==> config.mk <==
export PLATFORM = sky130hd
export DESIGN_NAME = vote_tally_reader
export DESIGN_NICKNAME = d
export VERILOG_FILES = /design/src/rtl/vote_pkg.sv /design/src/rtl/tally_frame_mux.sv /design/src/rtl/vote_tally_reader.sv
export SDC_FILE = /design/constraint.sdc
export NUM_CORES = 1
export LEC_CHECK = 0
export ABC_AREA = 1
export CORE_AREA = 8 8 155 157
export CTS_CLUSTER_DIAMETER = 150
export CTS_CLUSTER_SIZE = 16
export DETAILED_ROUTE_END_ITERATION = 16
export DIE_AREA = 0 0 163 165
export GPL_ROUTABILITY_DRIVEN = 1
export PLACE_DENSITY_LB_ADDON = 0.25
export SYNTH_ARGS = -nofsm -noshare
export SYNTH_HDL_FRONTEND = slang
export SYNTH_HIERARCHICAL = 1
export SYNTH_SLANG_ARGS = --single-unit
==> constraint.sdc <==
create_clock -name clk -period 5.05 [get_ports clk]
set_input_delay 0.505 -clock clk [delete_from_list [all_inputs] [get_ports clk]]
set_output_delay 0.505 -clock clk [all_outputs]
set_load 0.03 [all_outputs]
==> src/rtl/vote_pkg.sv <==
// rtl/vote_pkg.sv - shared constants, machine modes and reader state enum for the vote tally reader
package vote_pkg;
  localparam int NUM_CAND  = 4;
  localparam int VOTE_W    = 32;
  localparam int FRAME_LEN = 19;

  localparam logic [1:0] MODE_IDLE    = 2'b00;
  localparam logic [1:0] MODE_VOTE    = 2'b01;
  localparam logic [1:0] MODE_RESET   = 2'b10;
  localparam logic [1:0] MODE_DISPLAY = 2'b11;

  typedef enum logic [1:0] {
    IDLE    = 2'b00,
    CAPTURE = 2'b01,
    COMPARE = 2'b10,
    SEND    = 2'b11
  } reader_state_e;
endpackage

==> src/rtl/tally_frame_mux.sv <==
// rtl/tally_frame_mux.sv - combinational frame byte selector: sync, tallies MSB first, winner, checksum
module tally_frame_mux
  import vote_pkg::*;
#(
  parameter logic [7:0] SYNC_BYTE = 8'hA5
) (
  input  logic [NUM_CAND*VOTE_W-1:0] snap_i,
  input  logic [2:0]                 winner_i,
  input  logic [7:0]                 csum_i,
  input  logic [4:0]                 idx_i,
  output logic [7:0]                 byte_o
);

  logic [3:0] pos;

  always_comb begin
    byte_o = 8'h00;
    pos    = 4'(idx_i - 5'd1);
    if (idx_i == 5'd0) begin
      byte_o = SYNC_BYTE;
    end else if (idx_i <= 5'd16) begin
      // bit offset = 32*candidate + 8*(3-byte), so byte 0 of each tally is its MSB
      byte_o = snap_i[{pos[3:2], ~pos[1:0], 3'b000} +: 8];
    end else if (idx_i == 5'd17) begin
      byte_o = {5'b00000, winner_i};
    end else if (idx_i == 5'd18) begin
      byte_o = csum_i;
    end
  end

endmodule

==> src/rtl/vote_tally_reader.sv <==
// rtl/vote_tally_reader.sv - snapshots four tallies, picks a unique winner, streams a 19-byte frame
module vote_tally_reader
  import vote_pkg::*;
#(
  parameter logic [7:0] SYNC_BYTE = 8'hA5
) (
  input  logic                       clk,
  input  logic                       rst,
  input  logic [1:0]                 mode,
  input  logic                       start,
  input  logic [NUM_CAND*VOTE_W-1:0] votes_in,
  output logic [7:0]                 out_data,
  output logic                       out_valid,
  input  logic                       out_ready,
  output logic                       out_last,
  output logic                       busy,
  output logic [2:0]                 winner,
  output logic                       tie
);

  localparam logic [4:0] LAST_IDX = 5'(FRAME_LEN - 1);

  reader_state_e              state_q, state_d;
  logic [NUM_CAND*VOTE_W-1:0] snap_q, snap_d;
  logic [1:0]                 cand_q, cand_d;
  logic [VOTE_W-1:0]          max_q, max_d;
  logic [2:0]                 best_q, best_d;
  logic                       tie_run_q, tie_run_d;
  logic [2:0]                 winner_q, winner_d;
  logic                       tie_q, tie_d;
  logic [4:0]                 idx_q, idx_d;
  logic [7:0]                 csum_q, csum_d;
  logic [7:0]                 mux_byte;
  logic [VOTE_W-1:0]          cur_vote;

  tally_frame_mux #(.SYNC_BYTE(SYNC_BYTE)) u_mux (
    .snap_i   (snap_q),
    .winner_i (winner_q),
    .csum_i   (csum_q),
    .idx_i    (idx_q),
    .byte_o   (mux_byte)
  );

  assign cur_vote = snap_q[{cand_q, 5'b00000} +: VOTE_W];

  always_comb begin
    state_d   = state_q;
    snap_d    = snap_q;
    cand_d    = cand_q;
    max_d     = max_q;
    best_d    = best_q;
    tie_run_d = tie_run_q;
    winner_d  = winner_q;
    tie_d     = tie_q;
    idx_d     = idx_q;
    csum_d    = csum_q;
    case (state_q)
      IDLE: begin
        if (start && mode == MODE_DISPLAY) state_d = CAPTURE;
      end
      CAPTURE: begin
        snap_d  = votes_in;
        csum_d  = 8'h00;
        idx_d   = 5'd0;
        cand_d  = 2'd0;
        state_d = COMPARE;
      end
      COMPARE: begin
        cand_d = cand_q + 2'd1;
        // tie_run tracks whether the running maximum is shared; a strictly larger tally clears it
        if (cand_q == 2'd0 || cur_vote > max_q) begin
          max_d     = cur_vote;
          best_d    = {1'b0, cand_q} + 3'd1;
          tie_run_d = 1'b0;
        end else if (cur_vote == max_q) begin
          tie_run_d = 1'b1;
        end
        if (cand_q == 2'd3) begin
          winner_d = tie_run_d ? 3'd0 : best_d;
          tie_d    = tie_run_d;
          state_d  = SEND;
        end
      end
      SEND: begin
        if (out_ready) begin
          if (idx_q == LAST_IDX) begin
            state_d = IDLE;
          end else begin
            csum_d = csum_q ^ mux_byte;
            idx_d  = idx_q + 5'd1;
          end
        end
      end
      default: state_d = IDLE;
    endcase
  end

  always_ff @(posedge clk) begin
    if (rst) begin
      state_q   <= IDLE;
      snap_q    <= '0;
      cand_q    <= 2'd0;
      max_q     <= '0;
      best_q    <= 3'd0;
      tie_run_q <= 1'b0;
      winner_q  <= 3'd0;
      tie_q     <= 1'b0;
      idx_q     <= 5'd0;
      csum_q    <= 8'h00;
    end else begin
      state_q   <= state_d;
      snap_q    <= snap_d;
      cand_q    <= cand_d;
      max_q     <= max_d;
      best_q    <= best_d;
      tie_run_q <= tie_run_d;
      winner_q  <= winner_d;
      tie_q     <= tie_d;
      idx_q     <= idx_d;
      csum_q    <= csum_d;
    end
  end

  assign out_valid = (state_q == SEND);
  assign out_last  = out_valid && (idx_q == LAST_IDX);
  assign out_data  = out_valid ? mux_byte : 8'h00;
  assign busy      = (state_q != IDLE);
  assign winner    = winner_q;
  assign tie       = tie_q;

endmodule

Yosys cells after proc, flatten, opt, wreduce, memory -nomap -nowiden
Index checks and enable logic that the tools add are counted.
{"block": "classes", "add_sub_neg": 4, "order_cmp": 2, "eq_ne": 13, "n_shift": 2, "n_mux": 22, "bitwise_logic": 2, "n_reduce_logical": 13}
{"cell": "$shiftx 128x8->32", "count": 1}
{"cell": "$shiftx 128x8->8", "count": 1}
{"cell": "$mux 8", "count": 7}
{"cell": "$eq 32x32->1", "count": 1}
{"cell": "$gt 32x32->1", "count": 1}
{"cell": "$pmux 8 s2", "count": 1}
{"cell": "$eq 5x5->1 const B", "count": 2}
{"cell": "$mux 5", "count": 2}
{"cell": "$pmux 5 s2", "count": 1}
{"cell": "$eq 2x2->1 const B", "count": 4}
{"cell": "$mux 2", "count": 4}
{"cell": "$pmux 2 s4", "count": 1}
{"cell": "$xor 8x8->8", "count": 1}
{"cell": "$mux 3", "count": 2}
{"cell": "$ne 2x2->1 const B", "count": 3}
{"cell": "$reduce_bool 2->1", "count": 3}
{"cell": "$add 5x1->5 const B", "count": 1}
{"cell": "$le 5x5->1 const B", "count": 1}
{"cell": "$logic_not 5->1", "count": 1}
{"cell": "$logic_not 2->1", "count": 2}
{"cell": "$ne 2x1->1 const B", "count": 2}
{"cell": "$pmux 2 s2", "count": 1}
{"cell": "$reduce_and 2->1", "count": 2}
{"cell": "$reduce_and 4->1", "count": 1}
{"cell": "9 further kinds", "count": 12}
{"block": "totals", "register_bits": 185, "in_bits": 134, "elab_cells": 68}

Longest topological paths before layout
Gate-level depths: netlist (run 1).
{"block": "depth", "depth_word": 9, "ltp_mapped": 23, "depth_no_buf": 21}

Cells and area by module
Netlist (run 1), hierarchy kept.
{"mod": "vote_tally_reader", "instances": 1, "cells_per_inst": 1190, "area_each_um2": 8588.2, "seq_area_each_um2": 3703.6}
{"mod": "tally_frame_mux", "instances": 1, "cells_per_inst": 369, "area_each_um2": 1625.3, "seq_area_each_um2": 0.0}

Least setup slack after synthesis (run 1)
OpenSTA, ideal clock, no wires.
{"block": "synth_path", "path_kind": "register to output", "start": "register idx_q[0]", "end": "output out_data[2]", "arrival_ps": 2140, "t_required_ps": 4545, "setup_slack_ps": 2405, "stages_incl_launch_ff": 15, "path_cell_list": "dfxtp_1 buf_2 inv_2 buf_2 ha_1 buf_2 clkbuf_1 nand2_1 nand3_1 nand3_1 nand2_1 nand2_1 nand2_1 nand2_1 inv_1"}
{"block": "synth_between", "elab_chain_len": 6, "word_cells_on_any_way": 12}
{"item": "from (decl)", "line": "vote_tally_reader.sv:31", "source": "logic [4:0] idx_q, idx_d;"}
{"item": "from (signal assigned)", "line": "vote_tally_reader.sv:119", "source": "idx_q <= idx_d;"}
{"item": "$sub 4x1->4 / $eq 5x5->1 (equally long branches)", "line": "tally_frame_mux.sv:18, tally_frame_mux.sv:26"}
{"item": "$not 2->2 / $mux 8 (equally long branches)", "line": "tally_frame_mux.sv:23, tally_frame_mux.sv:26"}
{"item": "$shiftx 128x8->8 / $mux 8 (equally long branches)", "line": "tally_frame_mux.sv:23, tally_frame_mux.sv:24"}
{"item": "$mux 8", "line": "tally_frame_mux.sv:21", "source": "end else if (idx_i <= 5'd16) begin"}
{"item": "$mux 8 (*)", "line": "tally_frame_mux.sv:19", "source": "if (idx_i == 5'd0) begin"}
{"item": "named net mux_byte[2]", "line": "vote_tally_reader.sv:33", "source": "logic [7:0] mux_byte;"}
{"item": "$mux 8 (*)", "line": "vote_tally_reader.sv:126", "source": "assign out_data = out_valid ? mux_byte : 8'h00;"}
{"item": "to (decl)", "line": "vote_tally_reader.sv:12", "source": "output logic [7:0] out_data,"}
The timed path passes the listed nets; every way through them passes the cells marked *.

Worst setup path in the final report (run 1)
{"block": "layout_path", "start": "register idx_q[1]", "end": "output out_data[0]"}
The elaborated chain is that of the path after synthesis.

==> results.md, run 1 <==
* Crit path top cell by count: nand2_1
* Critical path endpoint category: output port
* Core area at 0.0215 mm²
* Via Count at 10500
* Final Hold Fails at 0
* GRT Total Usage at 0.250
* RePlAce Congestion at 0.919
* First-pass GRT wire length at 53100 µm
* Placed cell areas at 0.0117 mm²
* Synth Instances at 1559
* Number of gates resized after CTS at 0
* Antenna diodes at 0
* Die ar. at 0.0269 mm²
* Peak supply drop at 296 µV
* Finished Layout Cells at 1935
* Final hold slack at 452 ps
* Most area-hungry cell type in the Yosys netlist: dfxtp_1
* Critical-path maximum fanout at 28
* Post-CTS setup buffers at 0
* RSZ-0062 raised after global routing: false
* Worst hold path class: flop to flop
* YS warnings at 6
* I/O Buffers at 148
* Final wirelength at 34100 µm
* # IOs at 149
* Async SR Flop Fraction at 0
* Crit path max-delay family: buffers and inverters
* H-tree depth at 4
* Wire per inst at 17.6 µm
* Residual DRC at 0
* LEAKAGE at 5.21 nW
* Share of Yosys cell area claimed by the top area cell type at 0.363
* Dpl ws at 1470 ps
* Fmax at 242 MHz
* Slew margin rel. at 0.298
* Gr ovfl total at 0
* Status: complete, no violations
* Syn nets at 1736
* Distinct cells, synth at 40
* Post-DR vias/cell at 5.41
* Min cycle time layout at 4130 ps
* Clock sink total at 185
* DP Wirelength at 24900 µm
* Most frequent cells in the layout: nor2_1, nand2_1, o21ai_0
* Period utilization at 0.818
* Filler cell count at 2105
* Met3 GRT Util at 0.0486
* Number of synthesized flops with an enable pin at 0
* Iter 0 DRT Violations at 1314
* Max-cap viol count at 0
* Multi-input logic area at 0.00567 mm²
* Worst-path cell chain: inv_1 > ha_1 > inv_2 > nor2_1 > nand2_1 > nand3_1 > nand3_1 > nand2_1 > nand2_1 > nand2_1 > nand2_1 > inv_1 > clkdlybuf4s50_1
* Worst slew pin tran at 1050 ps
* TritonCTS Buffers at 17
* Worst-Skew Late Latency at 440 ps
* Critical path buffers and inverters at 4
* Final core occ at 0.572
* GRT busiest layer: met2
* Final setup margin at 921 ps
* Synth Area per Inst at 6.55 µm²
* WP data arrival at 3620 ps
* # setup viols final at 0
* Nets at 1819
* Area contributors post-synth: dfxtp_1, nor2_1, nand2_1
* Worst Setup Start Kind: flop
* Antenna violations before repair at 0
* Overall power at 6.27 mW
* Pwr per Cell Area at 510 mW/mm²
* Vias in the first global route at 9785
* Antenna-violating nets left at 0
* Critical Path RT at 4550 ps
* Post-synthesis sequential area ratio at 0.363
* Clock Tree Buf Depth at 2
* Clock Skew at 15.2 ps
* Row cnt at 54
* Die Wd at 163 µm
* TNS Setup at 0 ps
* CTS tree: yes
* Die height at 165 µm
* FF+latch count, synth at 185
* Register Area at 0.00371 mm²
* Commonest non-fill, non-tap cell in the layout: nor2_1
* Slew Viols, Final at 0
* Area delta synth->final at 20.3%
* Layout cells sized above 1 at 0.0731
* Initial Util at 0.475
* Cts hold-fix bufs at 0
* Clk pin slew, worst setup/hold paths at 70 ps
* Drt pass-1 iters at 5
* Post-Syn Area at 0.0102 mm²
* Largest net degree at the start of global routing at 128
* Dpl cells at 1903
* Root Buffer: clkbuf_16
* Final design instance area without fill at 0.0123 mm²
* CP max stage cell: ha_1
* Max incr delay on CP at 690 ps
* M1 GR Usage at 0.352
* Crit path kind: flop to output port
* Main flop type after synthesis: dfxtp_1
* Met2 GRT Util at 0.386
flip-flops by register name, indices dropped and copies added, names as in the netlist:
register   cells
cand_q         2
best_q         3
max_q         32
idx_q          5
winner         3
csum_q         8
tie            1
tie_run_q      1
state_q        2
snap_q       128
per-layer routing:
metal,part of all wire,vias up
li1,-,5190
met5,0,-
met3,0.086,39
met2,0.45,434
met1,0.45,4813
met4,0.017,0
final cells by class:
type	count	share of cell area
Multi-Input combinational cell	1178	0.462
Sequential cell	185	0.302
Timing Repair Buffer	161	0.128
Clock buffer	19	0.0361
Inverter	99	0.0310
Tap cell	280	0.0285
Clock inverter	13	0.0129
logic make-up (layout without fill, tap and decap cells):
logic type	count (synthesis)	after routing	share of synthesized area
and+or+nand+nor	809	809	0.324
xor gates and xnor gates	2	2	0.00319
AOI/OAI and AO/OA	324	324	0.175
DFF	185	185	0.363
buffers and inverters	196	292	0.0826
adders and majority gates	43	43	0.0527
path summary, 6_finish.rpt:
path | from | to | slack (ps) | cells after the start
worst max-delay path | idx_q[1] | out_data[0] | 920 | 13
worst min-delay path | csum_q[1] | csum_q[1] | 450 | 1
worst max register to register | cand_q[0] | max_q[4] | 1400 | 19
worst min register to register | csum_q[1] | csum_q[1] | 450 | 1
worst register-to-register path: stages (launching register included):
cell and delay, ps:
dfxtp_2 320, inv_1 700, buf_4 360, o21ai_0 100, o22ai_1 340, ha_1 330, a21oi_1 160, nor2_1 50
nor2_1 80, nand2_1 50, nand2_1 50, nand2_1 40, nand2_1 60, nand2_2 60, nand2_4 100, nand2_4 80
nand2_8 220, inv_8 190, nand2_1 130, a21oi_1 80
report_power, final:
part / total (mW) / internal, mW / switching [mW]
Combinational: 2.52 / 0.899 / 1.63
Clock: 1.38 / 0.760 / 0.618
Sequential: 2.37 / 1.88 / 0.483
Yosys cell counts (all sizes together) (25+ instances only):
| cell type | count |
|---|---|
| dfxtp | 185 |
| a21oi | 68 |
| nor2 | 372 |
| inv | 97 |
| buf | 25 |
| clkbuf | 72 |
| nand3 | 96 |
| ha | 43 |
| nand2 | 328 |
| o22ai | 32 |
| o21ai | 216 |
Power figures use the tool's default switching activity.
==> run 2, diff against run 1 <==
clock period = 4 ns   (was 5.05 ns; I/O delays follow)
==> results.md, run 2 (synthesized netlist as in run 1, its figures left out) <==
* Final wirelength at 33200 µm
* FF-to-FF End: max_q[2]
* Post-CTS setup buffers at 0
* Register Area at 0.00371 mm²
* Max reg flops at 128
* Critical Path RT at 3600 ps
* Clk pin slew, worst setup/hold paths at 70 ps
* Iter 0 DRT Violations at 1381
* CP Capture Point: out_data[0]
* Dpl ws at 718 ps
* Final core occ at 0.573
* Cts hold-fix bufs at 0
* Min cycle time layout at 3510 ps
* GRT busiest layer: met2
* Most frequent cells in the layout: nor2_1, nand2_1, o21ai_0
* FF-to-FF Start: cand_q[0]
* Multi-input logic area at 0.00567 mm²
* Initial Util at 0.475
* Vias in the first global route at 9581
* Core area at 0.0215 mm²
* Final Hold Fails at 0
* Residual DRC at 0
* Gr ovfl total at 0
* DP Wirelength at 24400 µm
* Die Wd at 163 µm
* Met2 GRT Util at 0.361
* GRT Total Usage at 0.243
* M1 GR Usage at 0.332
* Status: complete, no violations
* First-pass GRT wire length at 51500 µm
* Final hold slack at 457 ps
* Overall power at 7.86 mW
* Die ar. at 0.0269 mm²
* TNS Setup at 0 ps
* I/O Buffers at 148
* Antenna diodes at 0
* Filler cell count at 2123
* RSZ-0062 raised after global routing: false
* Largest registers: snap_q (128), max_q (32), csum_q (8)
* CTS tree: yes
* TritonCTS Buffers at 17
* Nets at 1821
* H-tree depth at 4
* Clock sink total at 185
* Finished Layout Cells at 1937
* Critical path endpoint category: output port
* Drt pass-1 iters at 6
* Peak supply drop at 283 µV
* Commonest non-fill, non-tap cell in the layout: nor2_1
* Number of gates resized after CTS at 0
* LEAKAGE at 5.24 nW
* Period utilization at 0.877
* # IOs at 149
* Biggest register: snap_q
* Worst hold path class: flop to flop
* Crit path kind: flop to output port
* Via Count at 10700
* Clock Tree Buf Depth at 2
* Max-cap viol count at 0
* Dpl cells at 1905
* Wire per inst at 17.1 µm
* Antenna violations before repair at 1
* Worst slew pin tran at 804 ps
* Root Buffer: clkbuf_16
* Row cnt at 54
* Worst Setup Start Kind: flop
* Antenna-violating nets left at 0
* R2r setup slk at 680 ps
* Number of cells on the worst hold path at 1
* Slew Viols, Final at 0
* Slew margin rel. at 0.462
* Area delta synth->final at 20.5%
* Layout cells sized above 1 at 0.0797
* Largest net degree at the start of global routing at 79
* WP data arrival at 3110 ps
* Fmax at 285 MHz
* Final design instance area without fill at 0.0123 mm²
* Pwr per Cell Area at 639 mW/mm²
* Final setup margin at 492 ps
* Worst Setup SP: idx_q[1]
* Die height at 165 µm
* Reg2reg path depth at 19
* Post-DR vias/cell at 5.52
* Critical-path maximum fanout at 28
* Clock Skew at 11.6 ps
* Placed cell areas at 0.0117 mm²
* Met3 GRT Util at 0.0653
* # setup viols final at 0
* RePlAce Congestion at 0.970
* Worst-Skew Late Latency at 440 ps
-- run 2: changes by cell type in the layout (fill, tap and decap cells not counted) --
cell,change
clkdlybuf4s50_1,-8
buf_4,+7
buf_12,+3
clkinv_2,+2
clkbuf_1,-1
clkbuf_8,-1
clkinvlp_4,+1
inv_6,-1
-- run 2: cell type report --
class	count	area share
Inverter	99	0.0309
Timing Repair Buffer	163	0.131
Sequential cell	185	0.301
Tap cell	280	0.0285
Clock buffer	17	0.0346
Clock inverter	15	0.0136
Multi-Input combinational cell	1178	0.461
-- run 2: critical path, stage by stage, from the launching register on --
cell	delay, ps
dfxtp_1	440
inv_1	120
ha_1	660
inv_2	370
nor2_1	180
nand2_1	90
nand3_1	100
nand3_1	120
nand2_1	100
nand2_1	90
nand2_1	100
nand2_1	60
inv_1	70
buf_4	150
-- run 2: how the worst min path moves through the flow --
stage	startpoint	end	slack [ps]
after floorplan	csum_q[5]	csum_q[5]	420
after global placement	csum_q[4]	csum_q[4]	430
after detailed placement	csum_q[7]	csum_q[7]	440
after CTS	csum_q[4]	csum_q[4]	450
after global routing	csum_q[4]	csum_q[4]	470
final	csum_q[4]	csum_q[4]	460
-- run 2: power by group --
group / leakage, nW / switching [mW] / internal, mW
registers: 1.51 / 0.601 / 2.38
clock network: 0.289 / 0.773 / 0.937
logic: 3.44 / 2.03 / 1.14
total: 5.24 / 3.41 / 4.45
-- run 2: layer usage --
layer | vias to the layer above | wire length, µm
met2 | 531 | 14300
met4 | 0 | 1030
met3 | 67 | 3190
met5 | - | 0
met1 | 4896 | 14600
li1 | 5200 | -
